### src/rtl/game_pkg.sv
// Shared state encoding, PS/2 set-2 key codes and key decode helper for game_session_ctrl.
// ST_PAUSED is only reachable when GAME_PAUSE_EN is defined.
package game_pkg;

   typedef enum logic [2:0] {
      ST_SEL_SPEED = 3'd0,
      ST_SEL_DIFF  = 3'd1,
      ST_READY     = 3'd2,
      ST_PLAYING   = 3'd3,
      ST_OVER      = 3'd4,
      ST_PAUSED    = 3'd5
   } state_t;

   localparam logic [7:0] KEY_1     = 8'h16;
   localparam logic [7:0] KEY_2     = 8'h1E;
   localparam logic [7:0] KEY_3     = 8'h26;
   localparam logic [7:0] KEY_SPACE = 8'h29;
   localparam logic [7:0] KEY_ESC   = 8'h76;
   localparam logic [7:0] KEY_P     = 8'h4D;
   localparam logic [7:0] KEY_BREAK = 8'hF0;
   localparam logic [7:0] KEY_EXT   = 8'hE0;

   // Maps the digit keys to 1..3; anything else returns 0 (not a digit).
   function automatic logic [1:0] digitValue(input logic [7:0] code);
      logic [1:0] value;
      value = 2'd0;
      case (code)
         KEY_1:   value = 2'd1;
         KEY_2:   value = 2'd2;
         KEY_3:   value = 2'd3;
         default: value = 2'd0;
      endcase
      return value;
   endfunction

endpackage

### src/rtl/ps2_make_filter.sv
// Registered PS/2 scan decoder: drops break (F0 xx) and extended (E0 xx, E0 F0 xx)
// sequences and emits a one-cycle o_keyValid with the make code.
module ps2_make_filter
   import game_pkg::*;
(
   input  logic       i_clk,
   input  logic       i_rstN,
   input  logic [7:0] i_data,
   input  logic       i_dataEn,
   output logic       o_keyValid,
   output logic [7:0] o_keyCode
);

   logic       r_brk;
   logic       r_ext;
   logic       r_keyValid;
   logic [7:0] r_keyCode;

   // The byte after F0 always ends the sequence, which also closes a pending E0 F0 xx.
   always_ff @(posedge i_clk or negedge i_rstN) begin
      if (!i_rstN) begin
         r_brk      <= 1'b0;
         r_ext      <= 1'b0;
         r_keyValid <= 1'b0;
         r_keyCode  <= 8'h00;
      end else begin
         r_keyValid <= 1'b0;
         if (i_dataEn) begin
            if (r_brk) begin
               r_brk <= 1'b0;
               r_ext <= 1'b0;
            end else if (i_data == KEY_BREAK) begin
               r_brk <= 1'b1;
            end else if (i_data == KEY_EXT) begin
               r_ext <= 1'b1;
            end else if (r_ext) begin
               r_ext <= 1'b0;
            end else begin
               r_keyValid <= 1'b1;
               r_keyCode  <= i_data;
            end
         end
      end
   end

   assign o_keyValid = r_keyValid;
   assign o_keyCode  = r_keyCode;

endmodule

### src/rtl/game_session_ctrl.sv
// Keyboard-driven game session sequencer: speed/difficulty selection, ready, play with
// one-second countdown, game over. Optional pause state enabled by `define GAME_PAUSE_EN.
module game_session_ctrl
   import game_pkg::*;
#(
   parameter int CLK_HZ       = 50_000_000,
   parameter int GAME_SECONDS = 60
)
(
   input  logic       CLOCK_50,
   input  logic       resetn,
   input  logic [7:0] ps2_data,
   input  logic       ps2_data_en,
   output logic [1:0] speed,
   output logic [1:0] difficulty,
   output logic [2:0] state,
   output logic       game_active,
   output logic [7:0] time_left,
   output logic       game_over,
   output logic [7:0] disp_code
);

   localparam int               PRESC_W   = (CLK_HZ > 1) ? $clog2(CLK_HZ) : 1;
   localparam logic [PRESC_W-1:0] PRESC_MAX = PRESC_W'(CLK_HZ - 1);
   localparam logic [7:0]       TIME_INIT = 8'(GAME_SECONDS);

   logic               w_keyValid;
   logic [7:0]         w_keyCode;
   logic               w_isEsc;
   logic [1:0]         w_digit;
   logic               w_showTime;

   state_t             r_state;
   logic [1:0]         r_speed;
   logic [1:0]         r_diff;
   logic [7:0]         r_timeLeft;
   logic [PRESC_W-1:0] r_presc;
   logic               r_gameOver;

   state_t             w_stateNext;
   logic [1:0]         w_speedNext;
   logic [1:0]         w_diffNext;
   logic [7:0]         w_timeNext;
   logic [PRESC_W-1:0] w_prescNext;
   logic               w_gameOverNext;

   ps2_make_filter u_filter (
      .i_clk      (CLOCK_50),
      .i_rstN     (resetn),
      .i_data     (ps2_data),
      .i_dataEn   (ps2_data_en),
      .o_keyValid (w_keyValid),
      .o_keyCode  (w_keyCode)
   );

   assign w_isEsc = w_keyValid && (w_keyCode == KEY_ESC);
   assign w_digit = digitValue(w_keyCode);

   always_ff @(posedge CLOCK_50 or negedge resetn) begin
      if (!resetn) begin
         r_state    <= ST_SEL_SPEED;
         r_speed    <= 2'd0;
         r_diff     <= 2'd0;
         r_timeLeft <= 8'd0;
         r_presc    <= '0;
         r_gameOver <= 1'b0;
      end else begin
         r_state    <= w_stateNext;
         r_speed    <= w_speedNext;
         r_diff     <= w_diffNext;
         r_timeLeft <= w_timeNext;
         r_presc    <= w_prescNext;
         r_gameOver <= w_gameOverNext;
      end
   end

   // Esc is checked first so it overrides a coinciding final tick and its game_over pulse.
   always_comb begin
      w_stateNext    = r_state;
      w_speedNext    = r_speed;
      w_diffNext     = r_diff;
      w_timeNext     = r_timeLeft;
      w_prescNext    = r_presc;
      w_gameOverNext = 1'b0;
      if (w_isEsc) begin
         w_stateNext = ST_SEL_SPEED;
         w_timeNext  = 8'd0;
      end else begin
         case (r_state)
            ST_SEL_SPEED: begin
               if (w_keyValid && (w_digit != 2'd0)) begin
                  w_speedNext = w_digit;
                  w_stateNext = ST_SEL_DIFF;
               end
            end
            ST_SEL_DIFF: begin
               if (w_keyValid && (w_digit != 2'd0)) begin
                  w_diffNext  = w_digit;
                  w_stateNext = ST_READY;
               end
            end
            ST_READY: begin
               if (w_keyValid && (w_keyCode == KEY_SPACE)) begin
                  w_stateNext = ST_PLAYING;
                  w_timeNext  = TIME_INIT;
                  w_prescNext = '0;
               end
            end
            ST_PLAYING: begin
`ifdef GAME_PAUSE_EN
               if (w_keyValid && (w_keyCode == KEY_P)) begin
                  w_stateNext = ST_PAUSED;
               end else
`endif
               if (r_presc == PRESC_MAX) begin
                  w_prescNext = '0;
                  if (r_timeLeft == 8'd1) begin
                     w_timeNext     = 8'd0;
                     w_stateNext    = ST_OVER;
                     w_gameOverNext = 1'b1;
                  end else begin
                     w_timeNext = r_timeLeft - 8'd1;
                  end
               end else begin
                  w_prescNext = r_presc + 1'b1;
               end
            end
`ifdef GAME_PAUSE_EN
            ST_PAUSED: begin
               if (w_keyValid && (w_keyCode == KEY_P)) begin
                  w_stateNext = ST_PLAYING;
               end
            end
`endif
            ST_OVER: begin
               if (w_keyValid) begin
                  w_stateNext = ST_SEL_SPEED;
               end
            end
            default: begin
               w_stateNext = ST_SEL_SPEED;
            end
         endcase
      end
   end

   always_comb begin
      w_showTime = (r_state == ST_PLAYING) || (r_state == ST_OVER);
`ifdef GAME_PAUSE_EN
      if (r_state == ST_PAUSED) begin
         w_showTime = 1'b1;
      end
`endif
   end

   assign state       = r_state;
   assign speed       = r_speed;
   assign difficulty  = r_diff;
   assign time_left   = r_timeLeft;
   assign game_over   = r_gameOver;
   assign game_active = (r_state == ST_PLAYING);
   assign disp_code   = w_showTime ? r_timeLeft : {2'b00, r_speed, 2'b00, r_diff};

endmodule

### config.mk
export PLATFORM = sky130hd
export DESIGN_NAME = game_session_ctrl
export DESIGN_NICKNAME = d
export VERILOG_FILES = /design/src/rtl/game_pkg.sv /design/src/rtl/ps2_make_filter.sv /design/src/rtl/game_session_ctrl.sv
export SDC_FILE = /design/constraint.sdc
export NUM_CORES = 1
export LEC_CHECK = 0
export BUFFER_PORTS_ARGS = -buffer_cell sky130_fd_sc_hd__buf_4
export CORE_UTILIZATION = 65
export CTS_BUF_LIST = sky130_fd_sc_hd__clkbuf_4
export CTS_CLUSTER_DIAMETER = 50
export DETAILED_ROUTE_END_ITERATION = 6
export PLACE_DENSITY_LB_ADDON = 0.2
export SYNTH_ARGS = -nofsm -noshare
export SYNTH_HDL_FRONTEND = slang
export SYNTH_SLANG_ARGS = --single-unit
### constraint.sdc
create_clock -name CLOCK_50 -period 4.9 [get_ports CLOCK_50]
set_input_delay 0.98 -clock CLOCK_50 [delete_from_list [all_inputs] [get_ports CLOCK_50]]
set_output_delay 0.98 -clock CLOCK_50 [all_outputs]
set_load 0.1 [all_outputs]
Yosys cells after proc, flatten, opt, wreduce, memory -nomap -nowiden

Index checks and enable logic that the tools add are counted.

Add/sub/neg operators: 2
Equality and inequality tests: 21
Mux-type cells: 32
Bitwise operators: 5
Reductions and logical operators: 15

Operator list:

| operator                                               | number |
|---|---|
| two-way mux 26 bit                                     | 2 |
| one-hot mux 26 bit (2 select lines)                    | 1 |
| two-way mux 8 bit                                      | 5 |
| adder 26 x 1 -> 26 bit (second input constant)         | 1 |
| equality test 26 bit (second input constant)           | 1 |
| two-way mux 3 bit                                      | 7 |
| equality test 8 x 5 -> 1 bit (second input constant)   | 2 |
| equality test 8 x 6 -> 1 bit (second input constant)   | 2 |
| equality test 8 bit (second input constant)            | 2 |
| one-hot mux 8 bit (2 select lines)                     | 1 |
| one-hot mux 3 bit (5 select lines)                     | 1 |
| two-way mux 1 bit                                      | 14 |
| AND reduction 3 bit                                    | 4 |
| inequality test 3 bit (second input constant)          | 3 |
| equality test 8 x 1 -> 1 bit (second input constant)   | 1 |
| equality test 8 x 7 -> 1 bit (second input constant)   | 1 |
| subtractor 8 x 1 -> 8 bit (second input constant)      | 1 |
| equality test 3 x 2 -> 1 bit (second input constant)   | 2 |
| inequality test 3 x 1 -> 1 bit (second input constant) | 2 |
| one-hot mux 2 bit (3 select lines)                     | 1 |
| AND reduction 6 bit                                    | 1 |
| inverter 1 bit                                         | 5 |
| AND reduction 5 bit                                    | 1 |
| nonzero test 2 bit                                     | 2 |
| 10 further kinds                                       | 12 |

Flip-flop bits (word level): 53
Output and inout port bits: 25
Word-level logic and storage cells: 85

Longest topological paths before layout

Depth after elaboration: 7
Depth in mapped cells: 8
Mapped depth without buffers: 7

Modules after synthesis

A second synthesis with hierarchy kept.

Cell total of the unflattened synthesis: 323
Area, all modules: 3,066.7 um^2

Modules (own cells, without submodules):

| module            | instances | cells each | area each (um^2) |
|---|---|---|---|
| game_session_ctrl | 1         | 287        | 2,590.0 |
| ps2_make_filter   | 1         | 36         | 476.7 |

Least setup slack after synthesis

OpenSTA, ideal clock, no wires.

Kind: register -> output
From: register r_state[0], in the netlist state[0]
To: output disp_code[2]
Arrival: 3.363 ns
Data required time: 3.920 ns
Setup slack: 0.557 ns
Cell stages (with the launch flop): 5
Path buffers: 0
Path through: dfrtp_1 > nand3b_2 > inv_2 > nor2_1 > nor2b_1

Word-level cells in the longest chain between the ends: 3
Elaborated cells between the ends (all ways): 4
Those cells by class: eq/ne (2); mux (1); reduce/logical (1)

Ends and longest elaborated chain:

| what                         | RTL line                 | RTL |
|---|---|---|
| from (decl)                  | game_session_ctrl.sv:33  | `state_t r_state;` |
| from (signal assigned)       | game_session_ctrl.sv:68  | `r_state <= w_stateNext;` |
| equality test 3 x 2 -> 1 bit | -                        |  |
| net game_active              | game_session_ctrl.sv:17  | `output logic game_active,` |
| logical OR 1 bit             | game_session_ctrl.sv:148 | `w_showTime = (r_state == ST_PLAYING) \|\| (r_state == ST_OVER);` |
| two-way mux 8 bit            | game_session_ctrl.sv:162 | `assign disp_code = w_showTime ? r_timeLeft : {2'b00, r_speed, 2'b00, r_diff};` |
| to (decl)                    | game_session_ctrl.sv:20  | `output logic [7:0] disp_code` |

The timed path passes the listed nets, and every way through them passes these cells.

Worst setup path in the final report

From: register r_state[2], in the netlist state[2]
To: output disp_code[4]

Word-level cells in the longest chain between the ends: 3
Elaborated cells between the ends (all ways): 4
Those cells by class: eq/ne (2); mux (1); reduce/logical (1)

Ends and longest elaborated chain:

| what                                                                       | RTL line |
|---|---|
| equality test 3 x 2 -> 1 bit / equality test 3 bit (equally long branches) | game_session_ctrl.sv:148 |
| logical OR 1 bit (*)                                                       | game_session_ctrl.sv:148 |
| two-way mux 8 bit (*)                                                      | game_session_ctrl.sv:162 |

Every way passes the cells marked *; elsewhere a longest branch is shown, timed or not.

==> results.md <==
- PwrDens: a little under 300 mW/mm^2
- Final Hold Violating Endpoints: 0
- Share of cells above drive strength 1: a little under a quarter
- IO buf count: 35
- Global-route wire length before repair: 11,100 um
- Remaining DRCs: 4
- Hold Startpoint: r_presc[23]
- Die height: approximately 70 um
- # rows: 24
- Net Count, Synth: about 320
- Total CTS buffers: 5
- Sequential share of the synthesized area: between 40 and 50%
- First DRT Iteration DRCs: about 190
- Setup tns final: 0 ns
- Startpoint Class: flip-flop
- Psw: approximately 0.00035 W
- Failing checks: design-rule violations
- YS warnings: 0
- Seq pwr share: between 50% and 60%
- Max Fclk: around 300 MHz
- Via count of the first global-routing pass: 2,435
- Clk pin slew, worst setup/hold paths: ~0.15 ns
- Hpwl dp: between 4000 and 5000 um
- Area occupied by multi-input gates: between 0.0015 and 0.002 mm^2
- Total wire length: 6460 um
- Ant diodes: 0
- Netlist cell types: 68
- Synthesized cell area: approximately 0.0031 mm^2
- R2R Path Start: u_filter.o_keyCode[0]
- Clock Tree Buf Depth: 2
- Storage element area: ~0.0013 mm^2
- Worst slew pin tran: 1.15 ns
- Die Footprint: ~0.005 mm^2
- Post-synth EDFFs: 0
- Detailed Routing Iterations Pass 1: 6
- Min Hold Slack: 0.503 ns
- Initial core utilization: 68.8%
- Inst Count DP: between 300 and 400
- Synth top area share: 43.4%
- Register bit total from synthesis: 53
- CTS root buf: clkbuf_4
- Fin nets: approximately 350
- Core region area: around 0.0044 mm^2
- Top FF cell, synth: dfrtp_1
- Power share of the clock group: 23.9%
- Postcts setup bufs: 0
- Status: complete, but fails checks
- Worst EP required: a little under 4 ns
- Max-slew violation count: 0
- Worst hold path type: reg2reg
- Pleak: approximately 1.5 nW
- Most frequent cells after synthesis: dfrtp_1, a31oi_1, nand2_1
- Slew Limit Headroom: a little under a quarter
- CTS Sinks: 53
- Avg Inst Size Synth: 10.0 um^2
- RSZ-0062 raised after global routing: no
- Comb power frac: between 20% and 30%
- Internal: 0.000646 W
- Die W: 70.6 um
- Post-layout min period: between 3 and 4 ns
- Net Sw Frac: between 30% and 40%
- Worst VDD drop: around 0.19 mV
- Crit Path Class: reg2out
- Count leader, synth: dfrtp_1
- Period utilization: 67.5%
- Post-CTS Hold Buffers: 0
- Pin count of the biggest net entering global routing: 54
- Filler Cell Count: roughly 320
- Clock skew: 0.0180 ns
- Nature of the critical path endpoint: primary output
- Congestion Overflow GR: 0
- Setup violators final: 0
- Max Cap Viol: 0
- Post-synthesis async set-or-reset flop share: between 90% and 100%
- Via/cell ratio: ~6.5
- Critical Path AT: ~2.3 ns
- Resize count post-CTS: 0
- Synth area leader: dfrtp_1
- CP max FO: 10
- IO Pins: 36
- Via count: between 2,000 and 3,000
- Area delta synth->final: 11.0%
- Overall routing resource usage: approximately 28%
- Initial antenna violation count: 0
- CP startpoint: state[2]
- Placer Congestion: roughly 0.86
- Wire length per cell: roughly 17 um
- Routed Antenna Nets: 0
- Mapped Cells: between 300 and 400
- H-tree levels: 2
- Most area-consuming cells after synthesis: dfrtp_1, a31oi_1, mux2_2, a21oi_1, nand2_1
- Clock insertion delay at the later pin of the skew report: 0.38 ns
- TritonCTS clock tree: done
- Final Instance Count excl. Fillers: ~390
## sequential cells by signal (all words and copies together) (netlist names)
signal	cells
speed	2
u_filter.r_ext	1
time_left	8
state	3
r_presc	26
u_filter.o_keyValid	1
u_filter.o_keyCode	8
u_filter.r_brk	1
difficulty	2
game_over	1
## power groups by stage
stage                     combinational (W)  sequential (W)  clock, W
after floorplan                    0.000101        0.000596         0
after global placement             0.000247        0.000510         0
after detailed placement           0.000250        0.000512         0
after CTS                          0.000251        0.000503  0.000240
after global routing               0.000264        0.000510  0.000258
final                              0.000250        0.000504  0.000237
## metal layers
layer  track usage, %  part of all wire (%)  routed length, um
met1             38.0                    46               2950
met2             44.8                    48               3130
met3             4.27                   4.2                274
met4             11.3                   1.5                 98
met5                0                     0                  0
## final timing paths
check	slack [ns]	depth (start not counted)	to
setup reg to reg	1.92	5	r_presc[24]
hold / removal	0.50	1	r_presc[23]
min in group asynchronous	0.61	1	r_presc[19]
hold reg to reg	0.50	1	r_presc[23]
setup / recovery	1.59	5	disp_code[4]
max in group asynchronous	3.85	1	r_presc[2]
## cell usage in the layout, fill, tap and decap left out, drive strengths merged, types with 6 or more instances in the layout
| master | Yosys | final |
|---|---|---|
| o21a | 6 | 6 |
| nor2 | 14 | 14 |
| a21oi | 18 | 18 |
| nor3 | 10 | 10 |
| buf | 10 | 35 |
| o21ai | 11 | 11 |
| mux2 | 17 | 17 |
| dfrtp | 53 | 53 |
| nand3 | 13 | 13 |
| inv | 12 | 12 |
| a31oi | 23 | 23 |
| nand2 | 24 | 24 |
| and3 | 7 | 7 |
## layout make-up
type                       count  area share [%]
clock buffer                   5            1.11
clock inverter                 2            1.03
inverter                      12            1.33
multi-input combinational    230            47.8
sequential                    53            39.1
tap                           52            1.92
timing repair buffer          35            7.74
## stage by stage
step	setup WS [ns]	utilization (%)	total power (W)	area [um^2]
6_report	1.59	76.4	0.000992	3400
5_1_grt	1.44	76.4	0.00103	3400
4_1_cts	1.59	76.4	0.000995	3400
3_5_place_dp	1.95	74.8	0.000762	3320
3_3_place_gp	2.13	74.8	0.000757	3320
2_1_floorplan	0.557	-	0.000697	3060
## critical path, stage by stage, from the launching register on
cell	delay, ns
dfrtp_1	0.48
nand3b_2	0.22
inv_2	0.11
nor2_1	0.50
mux2_2	0.41
buf_4	0.23
## cells by family after synthesis
family,count (synthesis),share of synthesized area (%)
simple gates,113,22.5
fa+ha+maj,3,1.23
flops,53,43.4
mux,20,7.61
compound gates,93,21.5
buf+inv,22,3.56
xor+xnor,1,0.286
Power figures use the tool's default switching activity.
